### config.mk
export PLATFORM = sky130hd
export DESIGN_NAME = square_arbiter
export DESIGN_NICKNAME = d
export VERILOG_FILES = /design/src/rtl/square_arbiter.sv
export SDC_FILE = /design/constraint.sdc
export NUM_CORES = 1
export LEC_CHECK = 0
export ABC_AREA = 1
export CORE_UTILIZATION = 44
export DETAILED_ROUTE_END_ITERATION = 10
export PLACE_DENSITY = 0.79
export SYNTH_ARGS = -nofsm -noshare
export SYNTH_HDL_FRONTEND = slang
export SYNTH_SLANG_ARGS = --single-unit
### constraint.sdc
create_clock -name clk -period 2.5 [get_ports clk]
set_input_delay 0.625 -clock clk [delete_from_list [all_inputs] [get_ports clk]]
set_output_delay 0.625 -clock clk [all_outputs]
set_load 0.02 [all_outputs]
### src/rtl/square_arbiter.sv
// Round-robin arbiter that shares one 3-bit squarer among N_REQ requesters.
// Holds one registered result per response and counts completed responses.

module square (
    input  logic [2:0] num,
    output logic [5:0] square_num
);
    assign square_num = {3'b000, num} * {3'b000, num};
endmodule

module square_arbiter #(
    parameter int unsigned N_REQ = 4,
    parameter int unsigned IDW   = 2
) (
    input  logic               clk,
    input  logic               rst_n,
    input  logic [N_REQ-1:0]   req_valid,
    input  logic [3*N_REQ-1:0] req_num,
    output logic [N_REQ-1:0]   req_ready,
    output logic               rsp_valid,
    output logic [IDW-1:0]     rsp_id,
    output logic [5:0]         rsp_square,
    input  logic               rsp_ready,
    output logic [7:0]         done_cnt
);
    typedef enum logic {EMPTY, FULL} state_t;

    state_t      state;
    logic [IDW-1:0] ptr;
    logic        can_accept;
    logic        found;
    logic        transfer;
    int unsigned win_i;
    logic [2:0]  sq_in;
    logic [5:0]  sq_out;

    assign rsp_valid  = (state == FULL);
    assign can_accept = (state == EMPTY) || rsp_ready;
    assign transfer   = found && can_accept;

    // Two passes give the rotated priority: first ptr..N_REQ-1, then 0..ptr-1.
    always_comb begin
        found = 1'b0;
        win_i = 0;
        for (int unsigned i = 0; i < N_REQ; i++) begin
            if (!found && (i >= 32'(ptr)) && req_valid[i]) begin
                found = 1'b1;
                win_i = i;
            end
        end
        for (int unsigned i = 0; i < N_REQ; i++) begin
            if (!found && req_valid[i]) begin
                found = 1'b1;
                win_i = i;
            end
        end
    end

    always_comb begin
        req_ready = '0;
        sq_in     = '0;
        for (int unsigned i = 0; i < N_REQ; i++) begin
            if (win_i == i) begin
                req_ready[i] = rst_n && transfer;
                sq_in        = req_num[3*i +: 3];
            end
        end
    end

    square u_square (
        .num        (sq_in),
        .square_num (sq_out)
    );

    always_ff @(posedge clk or negedge rst_n) begin
        if (!rst_n) begin
            state      <= EMPTY;
            ptr        <= '0;
            rsp_id     <= '0;
            rsp_square <= '0;
            done_cnt   <= '0;
        end else begin
            if (transfer) begin
                state      <= FULL;
                rsp_square <= sq_out;
                rsp_id     <= IDW'(win_i);
                ptr        <= IDW'((win_i + 1) % N_REQ);
            end else if ((state == FULL) && rsp_ready) begin
                state <= EMPTY;
            end
            if ((state == FULL) && rsp_ready)
                done_cnt <= done_cnt + 8'd1;
        end
    end
endmodule

==> results of run 1 <==
## synth_stat cells, drive strengths merged
library cell  count
nor3              1
conb              1
nor2             13
inv              18
dfrtp            18
nand2            49
nand3             9
ha                6
nand4             1
o211ai            1
a21oi             4
buf               2
o21ai             8
xor2              3
xnor2             4
a21boi            1
## worst min path at each step
stage                                        from                       to  slack, ps
after detailed placement  done_cnt[7]$_DFFE_PN0P_  done_cnt[7]$_DFFE_PN0P_        460
final                     done_cnt[7]$_DFFE_PN0P_  done_cnt[7]$_DFFE_PN0P_        470
after floorplan                             rst_n  done_cnt[0]$_DFFE_PN0P_        330
after CTS                 done_cnt[7]$_DFFE_PN0P_  done_cnt[7]$_DFFE_PN0P_        480
after global routing      done_cnt[7]$_DFFE_PN0P_  done_cnt[7]$_DFFE_PN0P_        500
after global placement    done_cnt[7]$_DFFE_PN0P_  done_cnt[7]$_DFFE_PN0P_        460
## cells in the final DEF, fill, tap and decap left out, types with 2 or more instances in the layout
cell type / instances
sky130_fd_sc_hd__a21oi_1: 3
sky130_fd_sc_hd__buf_2: 2
sky130_fd_sc_hd__buf_4: 23
sky130_fd_sc_hd__buf_6: 2
sky130_fd_sc_hd__clkbuf_4: 3
sky130_fd_sc_hd__clkdlybuf4s50_1: 30
sky130_fd_sc_hd__dfrtp_1: 18
sky130_fd_sc_hd__ha_2: 4
sky130_fd_sc_hd__inv_1: 10
sky130_fd_sc_hd__inv_2: 8
sky130_fd_sc_hd__nand2_1: 34
sky130_fd_sc_hd__nand2_2: 11
sky130_fd_sc_hd__nand2_4: 4
sky130_fd_sc_hd__nand3_1: 8
sky130_fd_sc_hd__nor2_1: 7
sky130_fd_sc_hd__nor2_2: 4
sky130_fd_sc_hd__nor2_4: 2
sky130_fd_sc_hd__o21ai_2: 6
sky130_fd_sc_hd__xnor2_1: 4
sky130_fd_sc_hd__xor2_1: 3
## routing by layer
| layer | up-vias | global-route usage [%] | share of wire [%] |
|---|---|---|---|
| met2 | 27 | 38.0 | 53 |
| li1 | 555 | - | - |
| met1 | 498 | 25.4 | 42 |
| met3 | 6 | 5.80 | 3.0 |
| met4 | 0 | 5.70 | 1.9 |
| met5 | - | 0 | 0 |
## power groups by stage
stage	registers, mW	clock network [mW]	logic (mW)
floorplan	0.609	0	0.449
global placement	0.496	0	0.995
detailed placement	0.506	0	1.02
CTS	0.501	0.143	1.04
global route	0.518	0.156	1.26
finish	0.505	0.140	1.15
## flip-flops by register name, indices dropped and copies added, names as in the netlist
register,cells
done_cnt,8
ptr,2
rsp_id,2
rsp_square,5
rsp_valid,1
## worst max-delay path: stages
cell,delay (ps)
sky130_fd_sc_hd__clkdlybuf4s15_2,190
sky130_fd_sc_hd__nand2_2,80
sky130_fd_sc_hd__nand2_2,70
sky130_fd_sc_hd__nor2_4,110
sky130_fd_sc_hd__nand2_2,80
sky130_fd_sc_hd__o21ai_4,170
sky130_fd_sc_hd__inv_2,90
sky130_fd_sc_hd__ha_2,200
sky130_fd_sc_hd__inv_2,60
sky130_fd_sc_hd__nor2_2,40
sky130_fd_sc_hd__buf_4,150
## cell families after synthesis
group                    count (synthesis)  share of synthesized area [%]
AND/OR/NAND/NOR                         73                           29.9
buffers and inverters                   20                           8.51
flip-flops                              18                           40.3
AO/OA/AOI/OAI                           14                           8.73
XOR/XNOR                                 7                           5.49
adder cells (fa/ha/maj)                  6                           6.72
other                                    1                          0.336
## what timing repair did
| item | in CTS | in global routing |
|---|---|---|
| buffers inserted | 2 | 1 |
| gates resized for setup | 38 | 28 |
| setup endpoints to repair | 9 | 6 |
| pin swaps | 12 | 12 |
## area by class of cell
cell class	instances	area [sq um]	area share, %
inverter	18	67.6	3.83
multi-input combinational	101	663	37.6
sequential	18	450	25.5
timing repair buffer	59	527	29.8
clock buffer	3	22.5	1.28
tap	28	35.0	1.98
==> results by group, run 1 <==
Clock network
  • CTS H-Tree Depth: 1
  • Maximum clock path buffer count: 2
  • Cts bufs inserted: 3
  • Root cell of the clock tree: sky130_fd_sc_hd__clkbuf_4
  • Clock insertion delay at the later pin of the skew report: 290 ps
  • CTS tree: built
  • Hold-fix buffer count after cts: 0
  • Sink count of the clock tree: 18
  • Clock-pin slew on the worst setup and hold paths: 90 ps

Placement
  • Cell area reported after detailed placement: 0.00164 sq mm
  • Post-DP HPWL: 2090 microns
  • Placer Congestion: 0.888
  • Number of cells in the design after placement: 221
  • Minimum setup slack after placement: -763 ps
  • Count of input and output buffers: 38

Worst setup path
  • Launching point of the worst reg2reg path: ptr[1]$_DFFE_PN0P_
  • Required time at the endpoint of the critical path: 1880 ps
  • Crit Path Class: in -> out
  • Worst setup path start: req_valid[1]
  • Crit path capture type: output pin
  • CP startpoint kind: input pin
  • WP data arrival: 1860 ps
  • Flop2flop setup slack: 150 ps
  • Worst setup path endpoint: req_ready[2]
  • Maximum net fanout on the critical path: 4
  • Worst Reg-to-Reg Cells: 18
  • Crit Reg-Reg Endpoint: rsp_square[4]$_DFFE_PN0P_

Floorplanning
  • Site Rows: 17
  • Chip Height: 52.4 microns
  • Count of pins on the block boundary: 40
  • Total Die Area: 0.00274 sq mm
  • Floorplan die width: 52.4 microns
  • Effective utilization at floorplan: 48.6%
  • Core box area: 0.00230 sq mm

Pwr
  • Switching power: 0.775 mW
  • Power share of the combinational group: 64.0%
  • PnR Total Power: 1.79 mW
  • Power share of the clock group: 7.8%
  • Power Internal: 1.02 mW
  • Worst voltage drop across the vdd grid: 0.000719 V
  • Sequential power share: 28.2%
  • Switching part of the total power: 43.3%
  • Power per standard cell area: 1010 mW/mm^2
  • Static leakage power: 0.862 nW

Global route
  • Number of global-route vias before repair: 1052
  • Largest net degree at the start of global routing: 19
  • Gr usage total: 21.5%
  • Initial antenna violation count: 0
  • Wire length of the first global-routing pass: 4350 microns
  • Aggregate global routing overflow: 0

Route
  • Routed Wire Length: 2710 microns
  • WL/cell: 11.9 microns
  • Drt first pass iters: 4
  • Total number of vias: 1086
  • Residual DRC count: 0
  • DRC marker count from the first detailed-route iteration: 14
  • Remaining number of nets flagged by the antenna check after routing: 0
  • Vias per cell: 4.78

Yosys
  • Cell type contributing the most total cell area after synthesis: sky130_fd_sc_hd__dfrtp_1
  • Ranking of synthesized cells by area: sky130_fd_sc_hd__dfrtp_1, sky130_fd_sc_hd__nand2_1, sky130_fd_sc_hd__ha_1
  • Cell area after synthesis: 0.00112 sq mm
  • Sequential element share of the synthesized area: 40.3%
  • Post-synthesis cell type count: 24
  • Post-Synthesis Mean Instance Area: 8.04 sq um
  • Synthesis Warnings: 0
  • Syn Inst Count: 139
  • Total of flip-flops plus latches after synthesis: 18
  • Share of Yosys cell area claimed by the top area cell type: 40.3%
  • Post-Synthesis Net Count: 164

STA
  • RSZ-0062 raised after global routing: yes
  • Final count of pins violating max slew: 0
  • Setup Total Neg Slack: 0 ps
  • Number of hold-slack violations in the final timing report: 0
  • Part of the cycle the worst path needs: 99.5%
  • Fmax achieved: 402 MHz
  • Finish-stage setup viols: 0
  • Post-route worst hold slack: 473 ps
  • Worst setup margin: 12.6 ps
  • Clock Skew: 5.57 ps
  • Min cycle time layout: 2490 ps

Finish
  • Area added between synthesis and finish: 58.0%
  • Layout cell share with drive strength beyond 1: 37.7%
  • Final core utilization: 76.9%
  • Fillers: 174
  • Layout Cells excl Fill: 227
  • Net total in the final layout: 226
  • Diode insertion count for antenna repair: 0
  • Post-route cell area: 0.00177 sq mm

Worst hold path
  • WHS Path Cells: 1
  • Worst hold path class: reg -> reg

Job
  • Max-cap violation count: 0

Status
  • Status: completed
Note: power is estimated with default switching activity, not from simulation.
==> run 2, diff against run 1 <==
--- a/config.mk
+++ b/config.mk
@@ -9,6 +9,7 @@
 export CORE_UTILIZATION = 44
 export DETAILED_ROUTE_END_ITERATION = 10
 export PLACE_DENSITY = 0.79
+export SLEW_MARGIN = 20
 export SYNTH_ARGS = -nofsm -noshare
 export SYNTH_HDL_FRONTEND = slang
 export SYNTH_SLANG_ARGS = --single-unit
==> results of run 2 <==
Final layout, timing and power as in run 1 (identical DEF).
